==> config.mk <==
export PLATFORM = sky130hd
export DESIGN_NAME = rr_stream_mux
export DESIGN_NICKNAME = d
export VERILOG_FILES = /design/src/rtl/rr_stream_mux.sv
export SDC_FILE = /design/constraint.sdc
export NUM_CORES = 1
export LEC_CHECK = 0
export CAP_MARGIN = 20
export CORE_MARGIN = 2
export CORE_UTILIZATION = 37
export CTS_BUF_LIST = sky130_fd_sc_hd__clkbuf_8
export DETAILED_ROUTE_END_ITERATION = 10
export PLACE_DENSITY = 0.82
export SYNTH_ARGS = -nofsm -noshare
export SYNTH_HDL_FRONTEND = slang
export SYNTH_SLANG_ARGS = --single-unit
==> constraint.sdc <==
create_clock -name clk -period 2.6 [get_ports clk]
set_input_delay 0.52 -clock clk [delete_from_list [all_inputs] [get_ports clk]]
set_output_delay 0.52 -clock clk [all_outputs]
set_load 0.02 [all_outputs]
==> src/rtl/rr_stream_mux.sv <==
// N:1 stream selector with a registered output stage. It picks a channel either from an
// external select (fixed mode) or from a rotating round-robin pointer.
module rr_stream_mux #(
  parameter int unsigned WIDTH = 8,
  parameter int unsigned CH    = 4,
  parameter int unsigned SELW  = 2
) (
  input  logic              clk,
  input  logic              rst,
  input  logic              mode,
  input  logic [SELW-1:0]   sel,
  input  logic [CH-1:0]     in_valid,
  input  logic [CH*WIDTH-1:0] in_data,
  output logic [CH-1:0]     in_ready,
  output logic              out_valid,
  output logic [WIDTH-1:0]  out_data,
  output logic [SELW-1:0]   out_ch,
  input  logic              out_ready
);

  logic             out_valid_q, out_valid_d;
  logic [WIDTH-1:0] out_data_q, out_data_d;
  logic [SELW-1:0]  out_ch_q, out_ch_d;
  logic [SELW-1:0]  ptr_q, ptr_d;

  logic             load_en;
  logic             gnt_vld;
  logic [SELW-1:0]  gnt_idx;
  logic             xfer;

  assign load_en = !out_valid_q || out_ready;

  // Grant: fixed mode honours only sel; round-robin scans ptr+1 .. ptr+CH modulo CH.
  always_comb begin
    int unsigned idx;
    gnt_vld = 1'b0;
    gnt_idx = '0;
    idx     = 0;
    if (!mode) begin
      if ((32'(sel) < CH) && in_valid[sel]) begin
        gnt_vld = 1'b1;
        gnt_idx = sel;
      end
    end else begin
      for (int unsigned k = 1; k <= CH; k++) begin
        idx = (32'(ptr_q) + k) % CH;
        if (!gnt_vld && in_valid[SELW'(idx)]) begin
          gnt_vld = 1'b1;
          gnt_idx = SELW'(idx);
        end
      end
    end
  end

  assign xfer = gnt_vld && load_en;

  always_comb begin
    in_ready = '0;
    if (xfer && !rst) begin
      in_ready[gnt_idx] = 1'b1;
    end
  end

  always_comb begin
    out_valid_d = out_valid_q;
    out_data_d  = out_data_q;
    out_ch_d    = out_ch_q;
    ptr_d       = ptr_q;
    if (load_en) begin
      out_valid_d = gnt_vld;
      if (gnt_vld) begin
        out_data_d = in_data[gnt_idx*WIDTH +: WIDTH];
        out_ch_d   = gnt_idx;
        ptr_d      = gnt_idx;
      end
    end
  end

  always_ff @(posedge clk or posedge rst) begin
    if (rst) begin
      out_valid_q <= 1'b0;
      out_data_q  <= '0;
      out_ch_q    <= '0;
      ptr_q       <= SELW'(CH - 1);
    end else begin
      out_valid_q <= out_valid_d;
      out_data_q  <= out_data_d;
      out_ch_q    <= out_ch_d;
      ptr_q       <= ptr_d;
    end
  end

  assign out_valid = out_valid_q;
  assign out_data  = out_data_q;
  assign out_ch    = out_ch_q;

endmodule

==> results_dict.tcl, run 1 <==
set metrics [dict create \
    synth_nets 113 \
    hold_viol 0 \
    first_iter_violations 14 \
    path_class "flop to primary output" \
    yosys.cell_types.count 29 \
    outcome "finished with violations" \
    worstSkewPairLatency_ps 250 \
    yosysSeqAreaShare 0.3727 \
    avgSynthCellArea_um2 12.39 \
    gp_congestion 0.8138 \
    postPlaceCellArea_um2 1598 \
    coreArea_um2 2233 \
    stdcell_area_um2 1754 \
    synthTopCellsByArea "dfrtp_1 (31%), mux4_2 (18%), mux2_2 (15%)" \
    routed_wl_mm 3.306 \
    end_kind "primary output" \
    cts_hold_buf 0 \
    htreeDepth 1 \
    yosys_warnings 0 \
    ant_nets 0 \
    yosys.area.top_type "dfrtp_1" \
    die_area_um2 2783 \
    cts_buffers 3 \
    cts_tree "built" \
    clk_pin_slew_ps 50 \
    grt_pass1_wl_mm 4.629 \
    worstPathMaxFanout 3 \
    grt_max_degree 14 \
    critPathArrivalTime_ps 2090 \
    avgViaCountPerCell 5.489 \
    leakagePower_nw 0.7506 \
    dpl.hpwl_mm 2.309 \
    ys_ff_latch 13 \
    skew_ps 4.087 \
    die_y_um 52.76 \
    die_w_um 52.76 \
    synthFlopType "dfrtp_1" \
    diodes 0 \
    violations "setup timing" \
    port-buffer-count 56 \
    dr.pass1.iters 4 \
    grt_antenna_before_repair 0 \
    drv_slew 0 \
    track_usage 0.2424 \
    fin_util 0.7854 \
    relSlewSlack 0.6440 \
    fp-row-count 17 \
    synth_edf_count 0 \
    synth_top_area_frac 0.3129 \
    final_common_cell "clkdlybuf4s50_1" \
    clockBufferDepth 2 \
    nets 195 \
    critPathLaunchType "flop" \
    cp.required_ps 2080 \
    holdCritPathClass "flop to flop" \
    power_density_nw_per_um2 662.7 \
    root_buffer "clkbuf_8" \
    area_delta_synth_final_pct 99.43 \
    finalWorstPathRequiredPeriod_ps 2611 \
    max_slew.worst_pin.slew_ps 533.5 \
    final_cell_mix "clkdlybuf4s50_1 (45), buf_4 (23), mux2_2 (12), dfrtp_1 (11), mux4_2 (7)" \
    drive_gt1_frac 0.4737 \
    postSynthCellCount 71 \
    overflow 0 \
    grt_pass1_vias 983 \
    cts_sinks 13 \
    vias 988 \
    setup_viol_count_final 1 \
    ys_async_sr_fraction 1.000 \
    wl_per_cell_um 18.37 \
    peakVddDrop_mv 0.5261 \
    synth_area_um2 879.6 \
    fin_crit_sh 1.004 \
    maxCapViolations 0 \
    floorplan.initialDensity 0.3938 \
    fmax_ghz 0.3829 \
    fin_ws_ps -11.49 \
    io_pins 57 \
    drc_errors 0 \
]
==> worst max-delay path: stages (launching register included) <==
cell and delay, ps:
dfstp_2 540, nand2b_4 120, nand3b_1 100, and3_1 200
o31a_1 360, buf_6 150, buf_6 110, and3_4 140
buf_6 130
==> stage by stage <==
stage | power (mW) | hold slack (ps) | cells | setup TNS, ps | setup slack (ps)
final | 1.162 | 509.2 | 180 | -11.49 | -11.49
after global routing | 1.221 | 527.4 | 180 | -59.28 | -57.00
after CTS | 1.130 | 512.0 | 178 | 0 | 6.114
after detailed placement | 0.9181 | 497.1 | 170 | -4625 | -672.7
after global placement | 0.8968 | 489.0 | 170 | -3892 | -623.3
after floorplan | 0.6229 | 395.5 | 71 | -159.9 | -79.93
==> state kept, by name (all words and copies together) (netlist names) <==
signal / cells
out_valid: 1
out_ch: 2
out_data: 8
ptr_q: 2
==> final timing paths <==
path | startpoint | endpoint | slack [ps] | cells after the start
max reg2reg | ptr_q[1] | out_data[7] | 70 | 9
min in group asynchronous | rst | out_data[1] | 840 | 2
max | ptr_q[1] | in_ready[2] | -10 | 8
max in group asynchronous | rst | ptr_q[0] | 1390 | 2
min | out_data[1] | out_data[1] | 510 | 1
min reg2reg | out_data[1] | out_data[1] | 510 | 1
==> timing repair <==
action / 4_1_cts / 5_1_grt
pin swaps: 6 / 5
endpoints found under the setup margin: 10 / 11
gates resized for setup: 37 / 21
setup buffers: 4 / 2
==> synthesized netlist by cell type, types with 2 or more instances <==
library cell and number:
and3_1 3, a21oi_1 3, dfrtp_1 11, nor2_1 3, nand2b_1 3, nor4_1 2, mux2i_1 2, mux2_2 12
inv_1 4, dfstp_2 2, nand2_1 2, mux4_2 7
==> kinds of logic (layout without fill, tap and decap cells) <==
group	Yosys count	in the layout	synth area share
multiplexers	22	22	0.3855
buffers and inverters	8	89	0.04408
AO/OA/AOI/OAI	12	12	0.09388
flip-flops	13	13	0.3727
AND/OR/NAND/NOR	16	16	0.1039
==> layout make-up <==
| class | count | area [um2] |
|---|---|---|
| multi-input combinational | 50 | 604.3 |
| clock inverter | 1 | 3.754 |
| fill | 140 | 479.2 |
| timing repair buffer | 80 | 723.2 |
| inverter | 5 | 18.77 |
| tap | 28 | 35.03 |
| clock buffer | 3 | 41.29 |
| sequential | 13 | 327.8 |
==> power by group <==
group          leakage (nW)  switching (mW)  total, mW  internal (mW)
registers             0.149          0.0456      0.329          0.284
logic                 0.574           0.278      0.654          0.377
clock network        0.0269          0.0743      0.179          0.104
==> routing by layer <==
metal / routed length (um) / GRT usage / vias up / part of all wire
met2: 1900 / 0.4604 / 48 / 0.57
met3: 161 / 0.06571 / 15 / 0.049
met1: 1128 / 0.2573 / 484 / 0.34
li1: - / - / 441 / -
met4: 116 / 0.06838 / 0 / 0.035
met5: 0 / 0 / - / 0
(Power assumes the default switching activity.)
==> run 2: changes to the inputs <==
--- a/config.mk
+++ b/config.mk
@@ -5,7 +5,6 @@
 export SDC_FILE = /design/constraint.sdc
 export NUM_CORES = 1
 export LEC_CHECK = 0
-export CAP_MARGIN = 20
 export CORE_MARGIN = 2
 export CORE_UTILIZATION = 37
 export CTS_BUF_LIST = sky130_fd_sc_hd__clkbuf_8
==> results of run 2 <==
Final layout, timing and power as in run 1 (identical DEF).
==> run 3: changes to the inputs <==
--- a/config.mk
+++ b/config.mk
@@ -6,10 +6,12 @@
 export NUM_CORES = 1
 export LEC_CHECK = 0
 export CORE_MARGIN = 2
-export CORE_UTILIZATION = 37
+export CORE_UTILIZATION = 55
 export CTS_BUF_LIST = sky130_fd_sc_hd__clkbuf_8
 export DETAILED_ROUTE_END_ITERATION = 10
-export PLACE_DENSITY = 0.82
+export DONT_BUFFER_PORTS = 1
+export PLACE_DENSITY = 0.7
 export SYNTH_ARGS = -nofsm -noshare
 export SYNTH_HDL_FRONTEND = slang
 export SYNTH_SLANG_ARGS = --single-unit
+export TNS_END_PERCENT = 100
==> run 3 against run 2 <==
The flow now finishes without violations. Sequential power grew 27%. Via count fell by 36%. Critical endpoint is now in_ready[3]. Total power is 26% lower. First-iteration DRC count down 36%. Die area fell by 30%. Fmax grew 4.4%. Hold slack got worse by 330 ps.
==> results_dict.tcl, run 3 (same netlist as run 1, synthesis figures left out) <==
set metrics [dict create \
    nets 122 \
    setup_viol_count_final 0 \
    fin_cells 95 \
    end_kind "primary output" \
    area_delta_synth_final_pct 14.08 \
    cts_hold_buf 0 \
    post-place-cells 89 \
    io_pins 57 \
    path_class "flop to primary output" \
    drv_slew 0 \
    skew_ps 3.364 \
    first_iter_violations 9 \
    drc_errors 0 \
    switching_share 0.3577 \
    clockBufferDepth 2 \
    fin_ws_ps 99.58 \
    fp-row-count 14 \
    grt_antenna_before_repair 0 \
    track_usage 0.1813 \
    power.switching_mw 0.3080 \
    dpl.hpwl_mm 1.345 \
    ant_nets 0 \
    grt_pass1_wl_mm 2.559 \
    reg2reg_from "ptr_q[1]" \
    dr.pass1.iters 4 \
    power.total_mw 0.8609 \
    power_density_nw_per_um2 857.9 \
    fin_crit_sh 0.9617 \
    avgViaCountPerCell 6.663 \
    finalWorstPathRequiredPeriod_ps 2500 \
    maxCapViolations 0 \
    peakVddDrop_mv 0.5017 \
    vias 633 \
    cp.required_ps 2080 \
    grt_pass1_vias 586 \
    cts_sinks 13 \
    drive_gt1_frac 0.4557 \
    wl_per_cell_um 19.01 \
    coreArea_um2 1506 \
    leakagePower_nw 0.4272 \
    fin_setup_tns_ps 0 \
    final_common_cell "mux2_2" \
    hold_viol 0 \
    grt_max_degree 16 \
    clock_power_share 0.199 \
    gp_congestion 0.8015 \
    root_buffer "clkbuf_8" \
    htreeDepth 1 \
    p_comb_frac 0.315 \
    diodes 0 \
    holdCritPathClass "primary input to async pin" \
    cell_internal_pwr_mw 0.5529 \
    relSlewSlack 0.6807 \
    die_y_um 43.99 \
    cts_tree "built" \
    place_ws_ps 157.4 \
    port-buffer-count 0 \
    overflow 0 \
    clk_pin_slew_ps 50 \
    worstSkewPairLatency_ps 240 \
    die_w_um 43.99 \
    worstPathMaxFanout 6 \
    largest_register_ffs 8 \
    die_area_um2 1935 \
    floorplan.initialDensity 0.5839 \
    final_cell_mix "mux2_2 (12), dfrtp_1 (11), mux4_2 (7), buf_4 (6), inv_1 (5)" \
    cts_buffers 3 \
    rsz0062_at_grt "no" \
    seq_power_share 0.486 \
    fmax_ghz 0.3999 \
    critPathLaunchType "flop" \
    routed_wl_mm 1.806 \
    worstSetupStartpoint "ptr_q[1]" \
    critPathArrivalTime_ps 1980 \
    max_slew.worst_pin.slew_ps 478.4 \
    outcome "completed" \
]
## run 3: cell types whose count changed in the layout (fill, tap and decap cells not counted), moves of 2 or more
cell	previous run	this run
dlygate4sd2_1	2	0
inv_2	3	1
clkbuf_2	4	0
nor4_4	2	0
clkdlybuf4s50_1	45	0
inv_1	3	5
buf_6	4	0
mux2i_1	0	2
buf_4	23	6
## run 3: cell type report
class | count | area [um2]
tap | 16 | 20.02
multi-input combinational | 50 | 526.8
fill | 118 | 503.0
sequential | 13 | 327.8
inverter | 5 | 18.77
timing repair buffer | 7 | 65.06
clock buffer | 3 | 41.29
clock inverter | 1 | 3.754
## run 3: what timing repair did
action | CTS | global route
endpoints found under the setup margin | 0 | 3
setup buffers | 0 | 2
gates resized for setup | 0 | 1
## run 3: worst paths after layout
kind	end	slack, ps	depth (start not counted)
max in group asynchronous	ptr_q[1]	2060	1
worst min-delay path	out_data[2]	180	1
min in group clk	out_valid	640	2
worst max-delay path	in_ready[3]	100	6
worst max register to register	out_data[5]	280	7
worst min register to register	ptr_q[0]	660	1
## run 3: stage by stage
step                hold WS, ps  cell area, um2  utilization
floorplan                 395.5           879.6            -
global placement          451.6           937.1       0.6221
detailed placement        456.7           937.1       0.6221
CTS                       192.9           982.2       0.6520
global route              237.3            1003       0.6661
finish                    182.3            1003       0.6661
## run 3: power by group through the flow
| stage | registers [mW] | logic [mW] | clock network (mW) |
|---|---|---|---|
| 2_1_floorplan | 0.403 | 0.219 | 0 |
| 3_3_place_gp | 0.418 | 0.253 | 0 |
| 3_5_place_dp | 0.421 | 0.259 | 0 |
| 4_1_cts | 0.417 | 0.261 | 0.181 |
| 5_1_grt | 0.426 | 0.294 | 0.187 |
| 6_report | 0.418 | 0.271 | 0.172 |
## run 3: critical path, stage by stage (launching register included)
cell and delay [ps]:
dfstp_2 580, nand2b_1 140, nand3b_1 70, and3_1 180, o31a_1 340, inv_1 130
and3_1 300
## run 3: per-layer routing
layer	GRT usage	share of wire	up-vias
li1	-	-	292
met1	0.2680	0.44	307
met2	0.2647	0.45	34
met3	0.05833	0.11	0
met4	0.03636	0	0
met5	0	0	-
